==> src/rtl/sr_cmd_debouncer.sv <==
// sr_cmd_debouncer: synchronises and debounces the raw set/reset buttons
// and issues single-cycle, mutually exclusive set/reset pulses for the
// SR flop built around the JK cell.
// Optional build macro: SR_CONFLICT_FLAG_EN adds the sticky 'conflict'
// output that records any cycle in which both channels rose together.

// One debounce channel: 2-flop synchroniser plus a four-state acceptance FSM.
module sr_cmd_debouncer_chan #(
   parameter int DEBOUNCE_CYCLES = 16,
   parameter int CNT_W           = 5
) (
   input  logic clk,
   input  logic rst_n,
   input  logic raw,
   output logic level,
   output logic rise
);

   typedef enum logic [1:0] {IDLE, ARM_HI, HIGH, ARM_LO} state_t;

   localparam logic [CNT_W-1:0] CNT_LAST = CNT_W'(DEBOUNCE_CYCLES - 1);

   logic [1:0]       sync;
   logic             syn;
   state_t           state;
   logic [CNT_W-1:0] cnt;

   assign syn = sync[1];

   // Rise event: the edge that moves ARM_HI into HIGH. Used by the top to
   // register the pulse on the same edge the level goes high.
   assign rise = (state == ARM_HI) && syn && (cnt == CNT_LAST);

   // Two-flop synchroniser for the asynchronous button input.
   always_ff @(posedge clk or negedge rst_n) begin
      if (!rst_n) sync <= '0;
      else        sync <= {sync[0], raw};
   end

   // Debounce FSM: a level change is accepted only after the synchronised
   // input has disagreed with the current level for DEBOUNCE_CYCLES+1 edges.
   always_ff @(posedge clk or negedge rst_n) begin
      if (!rst_n) begin
         state <= IDLE;
         cnt   <= '0;
         level <= 1'b0;
      end else begin
         case (state)
            IDLE: begin
               cnt <= '0;
               if (syn) state <= ARM_HI;
            end
            ARM_HI: begin
               if (!syn) begin
                  state <= IDLE;
                  cnt   <= '0;
               end else if (cnt == CNT_LAST) begin
                  state <= HIGH;
                  level <= 1'b1;
                  cnt   <= '0;
               end else begin
                  cnt <= cnt + 1'b1;
               end
            end
            HIGH: begin
               cnt <= '0;
               if (!syn) state <= ARM_LO;
            end
            ARM_LO: begin
               if (syn) begin
                  state <= HIGH;
                  cnt   <= '0;
               end else if (cnt == CNT_LAST) begin
                  state <= IDLE;
                  level <= 1'b0;
                  cnt   <= '0;
               end else begin
                  cnt <= cnt + 1'b1;
               end
            end
            default: begin
               state <= IDLE;
               cnt   <= '0;
               level <= 1'b0;
            end
         endcase
      end
   end

endmodule

// Top: two channels (0 = set, 1 = reset) plus pulse arbitration.
// DEBOUNCE_CYCLES must be >= 2 and 2**CNT_W must exceed DEBOUNCE_CYCLES.
module sr_cmd_debouncer #(
   parameter int DEBOUNCE_CYCLES = 16,
   parameter int CNT_W           = 5,
   parameter int RESET_PRIORITY  = 1
) (
   input  logic clk,
   input  logic rst_n,
   input  logic btn_set_raw,
   input  logic btn_rst_raw,
   output logic set_pulse,
   output logic rst_pulse,
   output logic set_level,
   output logic rst_level
`ifdef SR_CONFLICT_FLAG_EN
   ,
   output logic conflict
`endif
);

   localparam int  NUM_CH   = 2;
   localparam logic RST_WINS = (RESET_PRIORITY != 0);

   logic [NUM_CH-1:0] raw_v;
   logic [NUM_CH-1:0] lvl_v;
   logic [NUM_CH-1:0] rise_v;
   logic              set_win;
   logic              rst_win;

   assign raw_v = {btn_rst_raw, btn_set_raw};

   for (genvar i = 0; i < NUM_CH; i++) begin : g_chan
      sr_cmd_debouncer_chan #(
         .DEBOUNCE_CYCLES (DEBOUNCE_CYCLES),
         .CNT_W           (CNT_W)
      ) u_chan (
         .clk   (clk),
         .rst_n (rst_n),
         .raw   (raw_v[i]),
         .level (lvl_v[i]),
         .rise  (rise_v[i])
      );
   end

   assign set_level = lvl_v[0];
   assign rst_level = lvl_v[1];

   // Arbitration: a same-cycle double rise lets only the priority channel
   // pulse, so s and r can never be high together at the SR flop.
   always_comb begin
      set_win = rise_v[0] & ~(rise_v[1] &  RST_WINS);
      rst_win = rise_v[1] & ~(rise_v[0] & ~RST_WINS);
   end

   // Registered pulses, aligned with the level rise.
   always_ff @(posedge clk or negedge rst_n) begin
      if (!rst_n) begin
         set_pulse <= 1'b0;
         rst_pulse <= 1'b0;
      end else begin
         set_pulse <= set_win;
         rst_pulse <= rst_win;
      end
   end

`ifdef SR_CONFLICT_FLAG_EN
   logic both_q;

   // Sticky conflict flag: set one edge after a double rise, cleared only by reset.
   always_ff @(posedge clk or negedge rst_n) begin
      if (!rst_n) begin
         both_q   <= 1'b0;
         conflict <= 1'b0;
      end else begin
         both_q   <= &rise_v;
         conflict <= conflict | both_q;
      end
   end
`endif

endmodule

==> config.mk <==
export PLATFORM = sky130hd
export DESIGN_NAME = sr_cmd_debouncer
export DESIGN_NICKNAME = d
export VERILOG_FILES = /design/src/rtl/sr_cmd_debouncer.sv
export SDC_FILE = /design/constraint.sdc
export NUM_CORES = 1
export LEC_CHECK = 0
export ABC_AREA = 1
export BUFFER_PORTS_ARGS = -buffer_cell sky130_fd_sc_hd__buf_2
export CORE_UTILIZATION = 50
export DETAILED_ROUTE_END_ITERATION = 10
export HOLD_SLACK_MARGIN = 0.05
export PLACE_DENSITY_LB_ADDON = 0.08
export SLEW_MARGIN = 20
export SYNTH_ARGS = -nofsm -noshare
export SYNTH_HDL_FRONTEND = slang
export SYNTH_SLANG_ARGS = --single-unit
==> constraint.sdc <==
create_clock -name clk -period 1.6 [get_ports clk]
set_clock_uncertainty 0.05 [all_clocks]
set_input_delay 0 -clock clk [delete_from_list [all_inputs] [get_ports clk]]
set_output_delay 0 -clock clk [all_outputs]
set_load 0.05 [all_outputs]
# Yosys cells after proc, flatten, opt, wreduce, memory -nomap -nowiden
# Index checks and enable logic that the tools add are counted.
dict set report word_totals {
  reg_bits 22
  out_inout_bits 4
}
dict set report classes {
  n_bitwise 2
  add_sub_neg 2
  n_reduce_logical 14
  mux 32
  n_eq_ne 24
}
# operator n
set ops {}
lappend ops {{2-to-1 mux 5 bit} 6}
lappend ops {{one-hot mux 5 bit (3 select lines)} 2}
lappend ops {{2-to-1 mux 2 bit} 12}
lappend ops {{one-hot mux 2 bit (4 select lines)} 2}
lappend ops {{!= test 2 x 1 -> 1 bit, second input constant} 6}
lappend ops {{!= test 2 bit, second input constant} 6}
lappend ops {{adder 5 x 1 -> 5 bit, second input constant} 2}
lappend ops {{== test 5 x 4 -> 1 bit, second input constant} 2}
lappend ops {{AND reduction 5 bit} 2}
lappend ops {{== test 2 bit, second input constant} 4}
lappend ops {{2-to-1 mux 1 bit} 8}
lappend ops {{AND reduction 4 bit} 2}
lappend ops {{!= test 3 x 1 -> 1 bit, second input constant} 2}
lappend ops {{!= test 3 bit, second input constant} 2}
lappend ops {{== test 2 x 1 -> 1 bit, second input constant} 2}
lappend ops {{logical AND 1 bit} 4}
lappend ops {{zero test 2 bit} 2}
lappend ops {{one-hot mux 1 bit (2 select lines)} 2}
lappend ops {{nonzero test 2 bit} 2}
lappend ops {{OR reduction 2 bit} 2}
lappend ops {{AND 1 bit} 1}
lappend ops {{inverter 1 bit} 1}

# Logic depth before layout (Yosys ltp)
dict set report logic_depth {
  depth_word 5
  depth_mapped 6
}

# Hierarchy
# From an unflattened synthesis, not the netlist that was laid out.
dict set report unflattened {
  cells_unflattened 98
  area_unflattened_um2 923.4
}
# mod instances cells_per_inst area_each_um2
set by_module_without_submodules {}
lappend by_module_without_submodules {sr_cmd_debouncer_chan 2 47 431.7}
lappend by_module_without_submodules {sr_cmd_debouncer 1 4 60.1}

# Worst setup path after synthesis
# No wires, ideal clock.
dict set report synth_path {
  kind {register to register}
  start {register g_chan[1].u_chan.cnt[0]}
  end {register set_pulse}
  path_stages_with_launch 7
  path_slack_ns 0.465
  setup_time_ns 0.118
  arrival_ns 0.967
  n_path_buf 0
  path_cell_list {dfrtp_1 -> ha_1 -> nand3_1 -> nor2_1 -> nand2_1 -> nor2_1 -> nor2_1}
}
dict set report synth_via {
  elab_chain_cells 4
}
# element line_no
set synth_rtl {}
lappend synth_rtl {{from (decl)} 26} ;# logic [CNT_W-1:0] cnt;
lappend synth_rtl {{from (signal assigned)} 62} ;# cnt <= cnt + 1'b1;
lappend synth_rtl {{from (signal assigned)} 78} ;# cnt <= cnt + 1'b1;
lappend synth_rtl {{== test 5 x 4 -> 1 bit} 32} ;# assign rise = (state == ARM_HI) && syn && (cnt == CNT_LAST);
lappend synth_rtl {{logical AND 1 bit} 32}
lappend synth_rtl {{via g_chan[1].u_chan.rise} 16} ;# output logic rise
lappend synth_rtl {{inverter 1 bit} 143} ;# set_win = rise_v[0] & ~(rise_v[1] & RST_WINS);
lappend synth_rtl {{AND 1 bit} 143}
lappend synth_rtl {{via set_win} 119} ;# logic set_win;
lappend synth_rtl {{to (signal assigned)} 153} ;# set_pulse <= set_win;
lappend synth_rtl {{to (decl)} 103} ;# output logic set_pulse,
# The timed path passes the listed nets, and every way through them passes these cells.
# A chain may end at the register's enable or synchronous reset.

# Worst setup path after layout
# Same ends and word-level chain as after synthesis.

==> impl_metrics.csv <==
group,metric,value,unit
global_routing,grt_pass1_wl,2.221,mm
floorplan,die_h,43.83,µm
clock_network,cts_inserted_buffers,3,
job,drv_cap,0,
worst_setup_path,cp_max_fo,3,
worst_setup_path,crit_type,"reg2reg",
worst_setup_path,crit_arrival,1.44,ns
global_routing,first_global_vias,552,
route,drt-total-wl,1.287,mm
floorplan,pin_count,8,
synth,synth-seq-cells,22,
timing,final.period_utilization,81.23,%
route,first_pass_iters,3,
floorplan,fp.dieW,43.83,µm
timing,maxSlewViolCount,0,
global_routing,grt_overflow,0,
floorplan,die_area,0.001921,mm²
finish,ff_latch_area,550.5,µm²
finish,multiInputGateArea,282.8,µm²
worst_hold_path,hold_path_class,"in2async",
power,p_sw_share,20.66,%
route,drcViolationCount,0,
placement,io_buffers,7,
timing,rsz0062_at_grt,"no",
clock_network,cts_max_level,1,
floorplan,initial_utilization,55.48,%
synth,yosys.area.top_type,"dfrtp_1",
timing,finalHoldViolations,0,
power,p_leak,0.5403,nW
power,clock_power_share,32.1,%
synth,synth_fp_nets,96,
power,powerDensity,913.9,mW/mm²
timing,setup_viol,0,
finish,drive_above_1_share,11.54,%
global_routing,antenna_found_initial,0,
synth,synth_cells,90,
floorplan,coreArea,0.001577,mm²
clock_network,cts.reportedPaths.clkPinSlew,0.11,ns
clock_network,cts_setup_buffers,0,
clock_network,clockBufferDepth,2,
worst_setup_path,worstSetupStartpointType,"flop",
route,via_count,589,
route,wl_per_cell,10.73,µm
timing,relSlewSlack,69.25,%
finish,fillers,133,
global_routing,grt_max_degree,23,
clock_network,cts_num_sinks,22,
timing,clock.fmax,0.7695,GHz
synth,yosysSeqAreaShare,62.95,%
timing,timing.hold.ws,0.1207,ns
placement,hpwl,937.5,µm
run_status,outcome,"complete, no violations",
clock_network,clk_latency,0.29,ns
power,power.switching,0.0001880,W
synth,yosys.area.top_type_share,62.95,%
global_routing,grt_usage,16.14,%
synth,yosys-top-cells-area,"dfrtp_1, nand2_1, nor2_1, inv_1, nand3_1",
finish,syn_to_final_growth,13.88,%
synth,synth_cell_type_count,13,
worst_setup_path,critPathRequiredTime,1.74,ns
floorplan,rows,14,
route,drtIter0Drc,12,
finish,num_antenna_cells,0,
power,p_int,0.0007222,W
clock_network,clock-root-buffer,"clkbuf_4",
power,power_frac_comb,4.5,%
timing,worst_slew_pin_slew,0.4612,ns
power,sequentialPowerShare,63.5,%
route,vias_per_cell,4.908,
route,postRouteAntennaNets,0,
clock_network,cts_tree,"yes",
placement,gp_congestion,0.7805,
synth,yosys_warnings,0,
finish,fin_nets,111,
power,peakVddDrop,0.5727,mV
synth,synth_area,874.6,µm²
worst_setup_path,cp-end-kind,"flop",
finish,fin_util,63.17,%
timing,tns,0,ns
timing,fin_crit,1.300,ns
synth,syn_avg_cell_area,9.718,µm²
-- worst max-delay path: stages (launching register included) --
cell	delay, ns
dfrtp_1	0.39
ha_1	0.22
nand3_1	0.12
nor2_1	0.14
nand2_1	0.08
nor2_1	0.15
nor2_1	0.05
-- stage by stage --
stage               cells  total power, W  instance area [µm²]  setup WS, ns
floorplan              90       0.0006048                874.6        0.4646
finish                120       0.0009102                996.0        0.3004
CTS                   120       0.0009247                996.0        0.3170
global placement      113       0.0006236                929.6        0.3018
detailed placement    113       0.0006246                929.6        0.3542
global route          120       0.0009501                996.0        0.1746
-- flip-flops by register name (all words and copies together), names as in the netlist, named ones only --
name,flops
g_chan.u_chan.cnt,10
g_chan.u_chan.sync,4
g_chan.u_chan.level,2
g_chan.u_chan.state,2
rst_pulse,1
set_pulse,1
-- cells by family (layout without fill, tap and decap cells) --
| kind of cell | count (synthesis) | in the layout | synth area share, % |
|---|---|---|---|
| simple gates | 47 | 47 | 23.18 |
| flops | 22 | 22 | 62.95 |
| buf+inv | 11 | 25 | 4.721 |
| compound gates | 4 | 4 | 2.288 |
| xor+xnor | 4 | 4 | 4.006 |
| fa+ha+maj | 2 | 2 | 2.861 |
-- synth_stat cells --
| cell | n |
|---|---|
| a21oi_1 | 1 |
| dfrtp_1 | 22 |
| ha_1 | 2 |
| inv_1 | 11 |
| nand2_1 | 19 |
| nand3_1 | 8 |
| nand4_1 | 2 |
| nand4_2 | 1 |
| nor2_1 | 16 |
| o21ai_0 | 3 |
| or2_0 | 1 |
| xnor2_1 | 2 |
| xor2_1 | 2 |
-- timing repair --
item | in CTS | in global routing
setup endpoints to repair | 0 | 0
hold endpoints to repair | 24 | 0
gates resized for setup | 0 | 0
hold buffers | 3 | 0
-- placed cells by master (no fill, tap or decap), drive strengths merged, types with 3 or more instances in the layout --
| cell | instances |
|---|---|
| dfrtp | 22 |
| nand2 | 19 |
| nor2 | 16 |
| inv | 11 |
| nand3 | 8 |
| buf | 7 |
| clkbuf | 4 |
| o21ai | 3 |
| dlygate4sd3 | 3 |
| nand4 | 3 |
-- path summary, 6_finish.rpt --
path | start | end | slack, ns | cells past startpoint
min in group clk | btn_set_raw | g_chan[0].u_chan.sync[0] | 0.30 | 2
hold reg to reg | g_chan[0].u_chan.sync[0] | g_chan[0].u_chan.sync[1] | 0.32 | 0
hold / removal | rst_n | g_chan[0].u_chan.cnt[3] | 0.12 | 2
setup / recovery | g_chan[1].u_chan.cnt[0] | set_pulse | 0.30 | 6
max in group asynchronous | rst_n | g_chan[0].u_chan.state[0] | 1.06 | 2
setup reg to reg | g_chan[1].u_chan.cnt[0] | set_pulse | 0.30 | 6
-- layer usage --
metal  vias up  GRT usage [%]  part of all wire [%]
li1        312              -                     -
met1       269          21.70                    52
met2         6          24.78                    44
met3         2          2.500                   2.3
met4         0          9.375                  0.78
met5         -              0                     0
-- power by group through the flow --
stage               clock network (W)  logic (W)  registers, W
floorplan                           0  0.0000184      0.000586
global placement                    0  0.0000357      0.000588
detailed placement                  0  0.0000364      0.000588
CTS                          0.000305  0.0000419      0.000577
global route                 0.000322  0.0000484      0.000579
finish                       0.000292  0.0000408      0.000578
-- layout make-up --
class                           instances  share of cell area, %
Timing Repair Buffer                   10                  6.533
Clock buffer                            4                  3.643
Sequential cell                        22                  55.28
Multi-Input combinational cell         57                  28.39
Inverter                               11                  4.146
Tap cell                               16                  2.010
No activity file was read; power rests on OpenSTA's default activity.
